$ cat src/rtl/tinker_mem_pkg.sv
// Shared types and widths for the tinker memory-port arbiter.
package tinker_mem_pkg;

  typedef enum logic [1:0] {IDLE, ISSUE, WAIT, ERR} arb_state_t;
  typedef enum logic {OWN_IF, OWN_D} owner_t;

  localparam int INSTR_W = 32;
  localparam int DATA_W  = 64;

  // Bits needed to hold values 0..max_val, never less than one.
  function automatic int cnt_width(input int max_val);
    return (max_val < 2) ? 1 : $clog2(max_val + 1);
  endfunction

endpackage

$ cat src/rtl/tinker_mem_arbiter_if.sv
// Requester and memory-side signals of the arbiter.
// slave: the arbiter's view. master: the environment (fetch, data path, memory).
interface tinker_mem_arbiter_if #(
  parameter int ADDR_W = 64
);
  import tinker_mem_pkg::*;

  logic               if_req_valid;
  logic               if_req_ready;
  logic [ADDR_W-1:0]  if_addr;
  logic               if_rsp_valid;
  logic [INSTR_W-1:0] if_rsp_data;

  logic               d_req_valid;
  logic               d_req_ready;
  logic               d_req_we;
  logic [ADDR_W-1:0]  d_addr;
  logic [DATA_W-1:0]  d_wdata;
  logic               d_rsp_valid;
  logic [DATA_W-1:0]  d_rsp_data;

  logic               mem_req_valid;
  logic               mem_req_ready;
  logic               mem_we;
  logic [ADDR_W-1:0]  mem_addr;
  logic [DATA_W-1:0]  mem_wdata;
  logic               mem_rsp_valid;
  logic [DATA_W-1:0]  mem_rsp_data;

  logic               err;

  modport slave (
    input  if_req_valid, if_addr,
    output if_req_ready, if_rsp_valid, if_rsp_data,
    input  d_req_valid, d_req_we, d_addr, d_wdata,
    output d_req_ready, d_rsp_valid, d_rsp_data,
    output mem_req_valid, mem_we, mem_addr, mem_wdata,
    input  mem_req_ready, mem_rsp_valid, mem_rsp_data,
    output err
  );

  modport master (
    output if_req_valid, if_addr,
    input  if_req_ready, if_rsp_valid, if_rsp_data,
    output d_req_valid, d_req_we, d_addr, d_wdata,
    input  d_req_ready, d_rsp_valid, d_rsp_data,
    input  mem_req_valid, mem_we, mem_addr, mem_wdata,
    output mem_req_ready, mem_rsp_valid, mem_rsp_data,
    input  err
  );

endinterface

$ cat src/rtl/tinker_starve_ctr.sv
// Saturating count of consecutive data grants taken while fetch was waiting.
module tinker_starve_ctr
  import tinker_mem_pkg::*;
#(
  parameter int LIMIT = 4
) (
  input  logic clock,
  input  logic reset,
  input  logic inc,
  input  logic clr,
  output logic sat
);

  localparam int CNT_W = cnt_width(LIMIT);

  logic [CNT_W-1:0] cnt;

  assign sat = (cnt == CNT_W'(LIMIT));

  // Clear has priority; increment stops at the limit.
  always_ff @(posedge clock or negedge reset) begin
    if (!reset) begin
      cnt <= '0;
    end else if (clr) begin
      cnt <= '0;
    end else if (inc && !sat) begin
      cnt <= cnt + 1'b1;
    end
  end

endmodule

$ cat src/rtl/tinker_mem_arbiter.sv
// Shares the single tinker memory port between instruction fetch and the data path.
// One transaction in flight; data wins unless fetch has been starved STARVE_LIMIT times.
//
//   state | meaning
//   IDLE  | ready offered to the arbitration winner; accept latches the request
//   ISSUE | mem_req_valid held until the memory takes it
//   WAIT  | waiting for the single response; timeout counter running
//   ERR   | response timed out; port frozen until reset
module tinker_mem_arbiter
  import tinker_mem_pkg::*;
#(
  parameter int ADDR_W       = 64,
  parameter int STARVE_LIMIT = 4,
  parameter int RSP_TIMEOUT  = 255
) (
  input logic                 clock,
  input logic                 reset,
  tinker_mem_arbiter_if.slave bus
);

  localparam int WAIT_W = cnt_width(RSP_TIMEOUT);

  arb_state_t         state;
  owner_t             owner;
  logic [WAIT_W-1:0]  wait_cnt;
  logic               err_q;
  logic               mem_req_valid_q;
  logic               mem_we_q;
  logic [ADDR_W-1:0]  mem_addr_q;
  logic [DATA_W-1:0]  mem_wdata_q;
  logic               if_rsp_valid_q;
  logic [INSTR_W-1:0] if_rsp_data_q;
  logic               d_rsp_valid_q;
  logic [DATA_W-1:0]  d_rsp_data_q;

  logic in_idle, fetch_win, if_acc, d_acc;
  logic starve_sat, starve_inc, starve_clr, timeout_hit;

  assign in_idle   = (state == IDLE);
  assign fetch_win = bus.if_req_valid && (!bus.d_req_valid || starve_sat);
  assign if_acc    = in_idle && fetch_win;
  assign d_acc     = in_idle && bus.d_req_valid && !fetch_win;

  // A data grant while fetch waits counts as starvation; fetch grant or fetch idle resets it.
  assign starve_inc = d_acc && bus.if_req_valid;
  assign starve_clr = if_acc || (in_idle && !bus.if_req_valid);

  // wait_cnt counts completed WAIT cycles, so the last allowed cycle sees RSP_TIMEOUT-1.
  assign timeout_hit = (RSP_TIMEOUT != 0) && (wait_cnt == WAIT_W'(RSP_TIMEOUT - 1));

  tinker_starve_ctr #(
    .LIMIT(STARVE_LIMIT)
  ) u_starve_ctr (
    .clock(clock),
    .reset(reset),
    .inc  (starve_inc),
    .clr  (starve_clr),
    .sat  (starve_sat)
  );

  // Arbitration FSM with request, response and timeout registers.
  always_ff @(posedge clock or negedge reset) begin
    if (!reset) begin
      state           <= IDLE;
      owner           <= OWN_IF;
      wait_cnt        <= '0;
      err_q           <= 1'b0;
      mem_req_valid_q <= 1'b0;
      mem_we_q        <= 1'b0;
      mem_addr_q      <= '0;
      mem_wdata_q     <= '0;
      if_rsp_valid_q  <= 1'b0;
      if_rsp_data_q   <= '0;
      d_rsp_valid_q   <= 1'b0;
      d_rsp_data_q    <= '0;
    end else begin
      if_rsp_valid_q <= 1'b0;
      d_rsp_valid_q  <= 1'b0;
      case (state)
        IDLE: begin
          wait_cnt <= '0;
          if (if_acc) begin
            owner           <= OWN_IF;
            mem_we_q        <= 1'b0;
            mem_addr_q      <= bus.if_addr;
            mem_wdata_q     <= '0;
            mem_req_valid_q <= 1'b1;
            state           <= ISSUE;
          end else if (d_acc) begin
            owner           <= OWN_D;
            mem_we_q        <= bus.d_req_we;
            mem_addr_q      <= bus.d_addr;
            mem_wdata_q     <= bus.d_wdata;
            mem_req_valid_q <= 1'b1;
            state           <= ISSUE;
          end
        end
        ISSUE: begin
          if (bus.mem_req_ready) begin
            mem_req_valid_q <= 1'b0;
            state           <= WAIT;
          end
        end
        WAIT: begin
          if (bus.mem_rsp_valid) begin
            if (owner == OWN_IF) begin
              if_rsp_valid_q <= 1'b1;
              if_rsp_data_q  <= bus.mem_rsp_data[INSTR_W-1:0];
            end else begin
              d_rsp_valid_q <= 1'b1;
              d_rsp_data_q  <= mem_we_q ? '0 : bus.mem_rsp_data;
            end
            wait_cnt <= '0;
            state    <= IDLE;
          end else if (timeout_hit) begin
            err_q <= 1'b1;
            state <= ERR;
          end else begin
            wait_cnt <= wait_cnt + 1'b1;
          end
        end
        ERR: begin
          state <= ERR;
        end
        default: begin
          state <= IDLE;
        end
      endcase
    end
  end

  assign bus.if_req_ready  = if_acc;
  assign bus.d_req_ready   = d_acc;
  assign bus.if_rsp_valid  = if_rsp_valid_q;
  assign bus.if_rsp_data   = if_rsp_data_q;
  assign bus.d_rsp_valid   = d_rsp_valid_q;
  assign bus.d_rsp_data    = d_rsp_data_q;
  assign bus.mem_req_valid = mem_req_valid_q;
  assign bus.mem_we        = mem_we_q;
  assign bus.mem_addr      = mem_addr_q;
  assign bus.mem_wdata     = mem_wdata_q;
  assign bus.err           = err_q;

endmodule
$ cat src/flat_wrapper.sv
// flat-port wrapper written by rule: the top's interface ports become plain ports
module tinker_mem_arbiter_flat import tinker_mem_pkg::*;
#(
  parameter int ADDR_W       = 64,
  parameter int STARVE_LIMIT = 4,
  parameter int RSP_TIMEOUT  = 255
)
  (clock, reset, bus_if_req_valid, bus_if_addr, bus_if_req_ready, bus_if_rsp_valid, bus_if_rsp_data, bus_d_req_valid, bus_d_req_we, bus_d_addr, bus_d_wdata, bus_d_req_ready, bus_d_rsp_valid, bus_d_rsp_data, bus_mem_req_valid, bus_mem_we, bus_mem_addr, bus_mem_wdata, bus_mem_req_ready, bus_mem_rsp_valid, bus_mem_rsp_data, bus_err);
  tinker_mem_arbiter_if #(.ADDR_W(ADDR_W)) bus_i ();
  input logic clock;
  input logic reset;
  input wire logic [$bits(bus_i.if_req_valid)-1:0] bus_if_req_valid;
  input wire logic [$bits(bus_i.if_addr)-1:0] bus_if_addr;
  output wire logic [$bits(bus_i.if_req_ready)-1:0] bus_if_req_ready;
  output wire logic [$bits(bus_i.if_rsp_valid)-1:0] bus_if_rsp_valid;
  output wire logic [$bits(bus_i.if_rsp_data)-1:0] bus_if_rsp_data;
  input wire logic [$bits(bus_i.d_req_valid)-1:0] bus_d_req_valid;
  input wire logic [$bits(bus_i.d_req_we)-1:0] bus_d_req_we;
  input wire logic [$bits(bus_i.d_addr)-1:0] bus_d_addr;
  input wire logic [$bits(bus_i.d_wdata)-1:0] bus_d_wdata;
  output wire logic [$bits(bus_i.d_req_ready)-1:0] bus_d_req_ready;
  output wire logic [$bits(bus_i.d_rsp_valid)-1:0] bus_d_rsp_valid;
  output wire logic [$bits(bus_i.d_rsp_data)-1:0] bus_d_rsp_data;
  output wire logic [$bits(bus_i.mem_req_valid)-1:0] bus_mem_req_valid;
  output wire logic [$bits(bus_i.mem_we)-1:0] bus_mem_we;
  output wire logic [$bits(bus_i.mem_addr)-1:0] bus_mem_addr;
  output wire logic [$bits(bus_i.mem_wdata)-1:0] bus_mem_wdata;
  input wire logic [$bits(bus_i.mem_req_ready)-1:0] bus_mem_req_ready;
  input wire logic [$bits(bus_i.mem_rsp_valid)-1:0] bus_mem_rsp_valid;
  input wire logic [$bits(bus_i.mem_rsp_data)-1:0] bus_mem_rsp_data;
  output wire logic [$bits(bus_i.err)-1:0] bus_err;
  assign bus_i.if_req_valid = bus_if_req_valid;
  assign bus_i.if_addr = bus_if_addr;
  assign bus_if_req_ready = bus_i.if_req_ready;
  assign bus_if_rsp_valid = bus_i.if_rsp_valid;
  assign bus_if_rsp_data = bus_i.if_rsp_data;
  assign bus_i.d_req_valid = bus_d_req_valid;
  assign bus_i.d_req_we = bus_d_req_we;
  assign bus_i.d_addr = bus_d_addr;
  assign bus_i.d_wdata = bus_d_wdata;
  assign bus_d_req_ready = bus_i.d_req_ready;
  assign bus_d_rsp_valid = bus_i.d_rsp_valid;
  assign bus_d_rsp_data = bus_i.d_rsp_data;
  assign bus_mem_req_valid = bus_i.mem_req_valid;
  assign bus_mem_we = bus_i.mem_we;
  assign bus_mem_addr = bus_i.mem_addr;
  assign bus_mem_wdata = bus_i.mem_wdata;
  assign bus_i.mem_req_ready = bus_mem_req_ready;
  assign bus_i.mem_rsp_valid = bus_mem_rsp_valid;
  assign bus_i.mem_rsp_data = bus_mem_rsp_data;
  assign bus_err = bus_i.err;
  tinker_mem_arbiter #(.ADDR_W(ADDR_W), .STARVE_LIMIT(STARVE_LIMIT), .RSP_TIMEOUT(RSP_TIMEOUT)) u_core (.clock(clock), .reset(reset), .bus(bus_i));
endmodule
$ cat config.mk
export PLATFORM = sky130hd
export DESIGN_NAME = tinker_mem_arbiter_flat
export DESIGN_NICKNAME = d
export VERILOG_FILES = /design/src/rtl/tinker_mem_pkg.sv /design/src/rtl/tinker_mem_arbiter_if.sv /design/src/rtl/tinker_starve_ctr.sv /design/src/rtl/tinker_mem_arbiter.sv /design/src/flat_wrapper.sv
export SDC_FILE = /design/constraint.sdc
export NUM_CORES = 1
export LEC_CHECK = 0
export CORE_AREA = 10 10 184 186
export DETAILED_ROUTE_END_ITERATION = 8
export DIE_AREA = 0 0 194 196
export PLACE_DENSITY = 0.77
export SKIP_CTS_REPAIR_TIMING = 1
export SLEW_MARGIN = 20
export SYNTH_ARGS = -nofsm -noshare
export SYNTH_HDL_FRONTEND = slang
export SYNTH_SLANG_ARGS = --single-unit
$ cat constraint.sdc
create_clock -name clock -period 1.8 [get_ports clock]
set_clock_uncertainty 0.1 [all_clocks]
set_input_delay 0.27 -clock clock [delete_from_list [all_inputs] [get_ports clock]]
set_output_delay 0.27 -clock clock [all_outputs]
set_load 0.1 [all_outputs]
# After elaboration in Yosys (flattened, before gate mapping)
# Cells that the tools add are included.
[totals]
register_bits = 243
input_bits = 263
elab_cells = 80
[classes]
add_sub_neg = 2
eq_ne = 9
n_mux = 29
bitwise = 2
n_reduce_logical = 25
[op_table]
columns = ["op", "count"]
rows = [
  ["64-bit two-way mux", 5],
  ["8-bit two-way mux", 2],
  ["8-bit one-hot mux with 2 select lines", 1],
  ["3-bit AND reduction", 5],
  ["1-bit two-way mux", 12],
  ["2-bit two-way mux", 5],
  ["8-bit by 1-bit adder with 8-bit output (second input constant)", 1],
  ["8-bit == test (second input constant)", 1],
  ["2-bit one-hot mux with 4 select lines", 1],
  ["2-bit nonzero test", 4],
  ["1-bit logical AND", 7],
  ["3-bit two-way mux", 2],
  ["3-bit != test (second input constant)", 2],
  ["2-bit == test (second input constant)", 2],
  ["1-bit zero test", 4],
  ["2-bit AND reduction", 2],
  ["3-bit by 1-bit adder with 3-bit output (second input constant)", 1],
  ["3-bit == test (second input constant)", 1],
  ["3-bit by 2-bit != test with 1-bit output (second input constant)", 1],
  ["2-bit by 1-bit == test with 1-bit output (second input constant)", 1],
  ["2-bit zero test", 1],
  ["1-bit logical OR", 2],
  ["2-bit != test (second input constant)", 1],
  ["1-bit NOT", 2],
  ["1-bit one-hot mux with 2 select lines", 1],
]

# Longest topological paths before layout
# Gate-level depths: netlist of the first run.
[depth]
ltp_word = 9
ltp_mapped = 8

# Cells and area by module
# Synthesis of the first run repeated with hierarchy kept, for this count alone.
[unflattened]
hier_cells = 794
hier_area_um2 = 10303.6
[by_module_without_submodules]
columns = ["mod", "instances", "cells_each", "area_per_inst_um2", "seq_area_each_um2"]
rows = [
  ["tinker_mem_arbiter", 1, 776, 10105.9, 6005.8],
  ["tinker_starve_ctr", 1, 18, 197.7, 75.1],
]

# Worst setup path after synthesis of the first run
# No wires, ideal clock.
[synth_timing]
kind = "reg2reg"
from = "reg u_core.state[0]"
to = "reg u_core.mem_wdata_q[54], in the netlist u_core.bus.mem_wdata[54]"
arrival_time_ns = 2.244
required_ns = 1.631
path_slack_ns = -0.613
stages_incl_launch_ff = 6
path_buffers = 2
period_less_slack_ns = 2.413
path_cell_list = "dfrtp_1 -> buf_2 -> nor3b_1 -> and2_1 -> clkbuf_1 -> a22o_1"
[synth_between]
elab_chain_len = 5
elab_cells_between_ends = 7
cone_classes = "mux: 1; reduce/logical: 6"
[synth_rtl]
columns = ["item", "line", "text"]
rows = [
  ["start: declaration", "tinker_mem_arbiter.sv:23", "arb_state_t state;"],
  ["start signal: assignment", "tinker_mem_arbiter.sv:64", "state <= IDLE;"],
  ["start signal: assignment", "tinker_mem_arbiter.sv:88", "state <= ISSUE;"],
  ["start signal: assignment", "tinker_mem_arbiter.sv:95", "state <= ISSUE;"],
  ["2-bit zero test", "tinker_mem_arbiter.sv:39", "assign in_idle = (state == IDLE);"],
  ["1-bit logical AND (2 in a row)", "tinker_mem_arbiter.sv:42", "assign d_acc = in_idle && bus.d_req_valid && !fetch_win;"],
  ["named net bus_d_req_ready", "flat_wrapper.sv:21", "output wire logic [$bits(bus_i.d_req_ready)-1:0] bus_d_req_ready;"],
  ["2-bit nonzero test (no line)", "--", ""],
  ["2-bit AND reduction (no line)", "--", ""],
  ["end signal: assignment", "tinker_mem_arbiter.sv:93", "mem_wdata_q <= bus.d_wdata;"],
  ["end: declaration", "tinker_mem_arbiter.sv:30", "logic [DATA_W-1:0] mem_wdata_q;"],
]
# The timed path passes the listed nets, and every way through them passes these cells.
# A chain may end at the register's enable or synchronous reset.

# Worst setup path after layout of the first run
[layout_timing]
from = "reg u_core.state[0]"
to = "out bus_if_req_ready"
[layout_between]
elab_chain_len = 2
[layout_rtl]
columns = ["item", "line", "text"]
rows = [
  ["2-bit zero test", "tinker_mem_arbiter.sv:39", ""],
  ["1-bit logical AND", "tinker_mem_arbiter.sv:41", "assign if_acc = in_idle && fetch_win;"],
  ["end: declaration", "flat_wrapper.sv:14", "output wire logic [$bits(bus_i.if_req_ready)-1:0] bus_if_req_ready;"],
]
# Every way passes these cells.

==> impl_metrics.env, run 1 <==
export IMPL_status="finished with violations"
export IMPL_violations="negative setup slack"
export IMPL_final_layout_size_suffix_gt1_frac=0.467
export IMPL_drtIter0Drc=415
export IMPL_dieArea_um2=38000
export IMPL_ys_flop_type="dfrtp_1"
export IMPL_gp_congestion=0.876
export IMPL_num_rows=64
export IMPL_maxCapViolations=0
export IMPL_crit_type="flip-flop to output pin"
export IMPL_wl_um=44600
export IMPL_grt_usage=0.189
export IMPL_viasPerCell=4.97
export IMPL_rsz0062_at_grt="true"
export IMPL_post_drt_wl_per_cell_um=24.8
export IMPL_clk_latency_ns=0.54
export IMPL_syn_to_final_growth_pct=105
export IMPL_cp_cell_sequence="or3b_1, or2_4, clkinvlp_4, buf_12"
export IMPL_worst_pin_slew_ns=0.463
export IMPL_numCtsBuffers=28
export IMPL_synth_xor_area_share=0
export IMPL_yosysWarnings=0
export IMPL_dp_hpwl_um=29500
export IMPL_synth_area_mux_share=0.190
export IMPL_cts_root_buf="clkbuf_16"
export IMPL_seqCellArea_um2=6080
export IMPL_min_delay_path_class="primary input to asynchronous set/reset pin"
export IMPL_rr_worst_depth=10
export IMPL_crit_path_top_delay_cell="dfrtp_1"
export IMPL_avgSynthCellArea_um2=13.0
export IMPL_path_depth=4
export IMPL_antenna_found_initial=5
export IMPL_slew_violations=0
export IMPL_multiInputGateArea_um2=4580
export IMPL_synth_cell_types=43
export IMPL_synth_fa_ha_area_frac=0.00483
export IMPL_final_antenna_net_count=0
export IMPL_clkTransAtPathRegs_ns=0.06
export IMPL_post_route_min_period_ns=2.28
export IMPL_hold_violations=0
export IMPL_cp_top_family="simple AND/OR/NAND/NOR gates"
export IMPL_vias=8932
export IMPL_synth_edf_count=0
export IMPL_ys_seq_area_frac=0.587
export IMPL_synth_seq_cells=243
export IMPL_die_h_um=196
export IMPL_grt_pass1_vias=9312
export IMPL_grt_remaining_overflow=0
export IMPL_synth_compound_area_share=0.105
export IMPL_max_slew_margin=0.690
export IMPL_holdWs_ns=0.156
export IMPL_die_w_um=194
export IMPL_ctsLongestPathBuffers=3
export IMPL_synth_area_um2=10400
export IMPL_async_flop_share=1.00
export IMPL_critPathCaptureType="output pin"
export IMPL_fill_cells=1831
export IMPL_layout_nets=1642
export IMPL_setup_slack_ns=-0.485
export IMPL_h_tree_depth=1
export IMPL_start_util=0.342
export IMPL_start_kind="flip-flop"
export IMPL_yosys_area_share_simple=0.0825
export IMPL_grt_pass1_wl_um=57200
export IMPL_grt_max_degree=56
export IMPL_crit_buf_inv=2
export IMPL_finalSetupViolCount=233
export IMPL_drc=0
export IMPL_clkSinkCount=243
export IMPL_ios=494
export IMPL_crit_arrival_ns=1.91
export IMPL_cts_tree="done"
export IMPL_firstDrtPassIters=4
export IMPL_crit_path_max_fanout=4
export IMPL_syn_num_nets=1064
export IMPL_core_area_um2=30300
export IMPL_synthCells=797
export IMPL_numPortBuffers=493
export IMPL_finalCritPeriodShare=1.27
export IMPL_max_stage_delay_ns=0.41
export IMPL_worstPathRequired_ns=1.43
export IMPL_synth_top_family_by_area="multiplexers"
export IMPL_fmax_mhz=438
==> cells in the mapped netlist, drive strengths merged, types with 2 or more instances <==
cell type,n,area [um2]
a21boi,3,22.5
a21oi,6,30.0
a22o,65,569
a311oi,2,17.5
a31oi,3,18.8
a41o,2,20.0
buf,28,180
clkbuf,30,113
dfrtp,243,6080
ha,4,50.1
inv,7,26.3
mux2,160,1940
mux2i,2,20.0
nand2,69,259
nand2b,67,419
nand3,3,15.0
nand4,2,12.5
nand4b,2,17.5
nor2,8,30.0
nor2b,2,12.5
nor3,2,10.0
o21ai,68,340
o21bai,2,15.0
o31ai,2,15.0
or2,2,12.5
or3b,2,17.5
==> state kept, by name, summed over array words and instances, names as in the netlist, 2 cells and up <==
name and cells:
u_core.bus.d_rsp_data 64, u_core.bus.mem_addr 64, u_core.bus.mem_wdata 64, u_core.bus.if_rsp_data 32
u_core.wait_cnt 8, u_core.u_starve_ctr.cnt 3, u_core.state 2
==> per-stage QoR <==
step / setup slack, ns / util / cells / setup TNS (ns) / area (um2)
6_report: -0.485 / 0.703 / 1797 / -59.44 / 21300
5_1_grt: -0.532 / 0.703 / 1797 / -71.24 / 21300
4_1_cts: -0.630 / 0.647 / 1733 / -7.87 / 19600
3_5_place_dp: -0.405 / 0.612 / 1681 / -47.88 / 18500
3_3_place_gp: -0.363 / 0.612 / 1681 / -42.72 / 18500
2_1_floorplan: -0.167 / - / 797 / -1.43 / 10400
==> cell families after synthesis <==
group	after synthesis
simple gates	165
compound gates	158
mux	162
fa+ha+maj	4
buf+inv	65
flops	243
==> layout make-up <==
class	count	share of cell area
sequential	243	0.286
clock inverter	15	0.0132
tap	396	0.0233
timing repair buffer	605	0.424
multi-input combinational	490	0.215
antenna	4	0.000471
clock buffer	37	0.0369
inverter	7	0.00141
==> metal layers <==
| layer | vias to the layer above | wire, um | global-route usage |
|---|---|---|---|
| met2 | 354 | 23600 | 0.327 |
| li1 | 3988 | - | - |
| met3 | 67 | 3740 | 0.0784 |
| met5 | - | 13 | 0 |
| met1 | 4521 | 16300 | 0.208 |
| met4 | 2 | 943 | 0.0536 |
==> placed cells by master (no fill, tap or decap), types with 3 or more instances in the layout <==
cell type	n
nor2_1	7
nand2_1	20
o21ai_4	3
nand2_2	29
clkbuf_8	3
a21boi_2	3
o21ai_0	6
buf_4	29
clkinv_2	5
inv_1	4
o21ai_1	25
diode_2	4
nand2_4	20
nand2b_1	67
clkbuf_16	54
nand3_1	3
a21oi_1	6
ha_1	3
clkbuf_1	5
bufinv_16	8
mux2_4	81
dfrtp_1	242
o21ai_2	35
mux2_2	79
a31oi_1	3
clkdlybuf4s50_1	261
buf_6	21
buf_8	11
buf_12	257
a22o_1	65
==> worst reg2reg max path, delay by kind of cell, from the launching register on <==
kind                   cells  cell delay (ns)
buffers and inverters      7             1.07
AND/OR/NAND/NOR            2             0.42
flip-flops                 1             0.41
AO/OA/AOI/OAI              1             0.06
==> path summary, 6_finish.rpt <==
| kind | start | slack [ns] | end |
|---|---|---|---|
| min reg2reg | u_core.wait_cnt[6]$_DFFE_PN0P_ | 0.41 | u_core.wait_cnt[6]$_DFFE_PN0P_ |
| max | u_core.state[0]$_DFFE_PN0P_ | -0.48 | bus_if_req_ready |
| min | reset | 0.16 | u_core.bus.mem_addr[4]$_DFFE_PN0P_ |
| max reg2reg | u_core.state[0]$_DFFE_PN0P_ | -0.35 | u_core.bus.d_rsp_data[52]$_DFFE_PN0P_ |
| max in group asynchronous | reset | 0.83 | u_core.bus.d_rsp_data[59]$_DFFE_PN0P_ |
| min in group clock | bus_mem_rsp_data[41] | 0.18 | u_core.bus.d_rsp_data[41]$_DFFE_PN0P_ |
Power of run 1 is not shown: default switching activity piles up to over one toggle a cycle in this logic, so the estimate is an artifact.
==> run 2, diff against run 1 <==
GPL_ROUTABILITY_DRIVEN = 0   (was not set)
==> results of run 2 <==
Final layout, timing and power as in run 1 (identical DEF).
Power of run 2 is left out for the same reason.
==> run 3, diff against run 2 <==
CAP_MARGIN = 20   (was not set)
==> results of run 3 <==
Final layout, timing and power as in run 1 (identical DEF).
Power of run 3 is left out for the same reason.
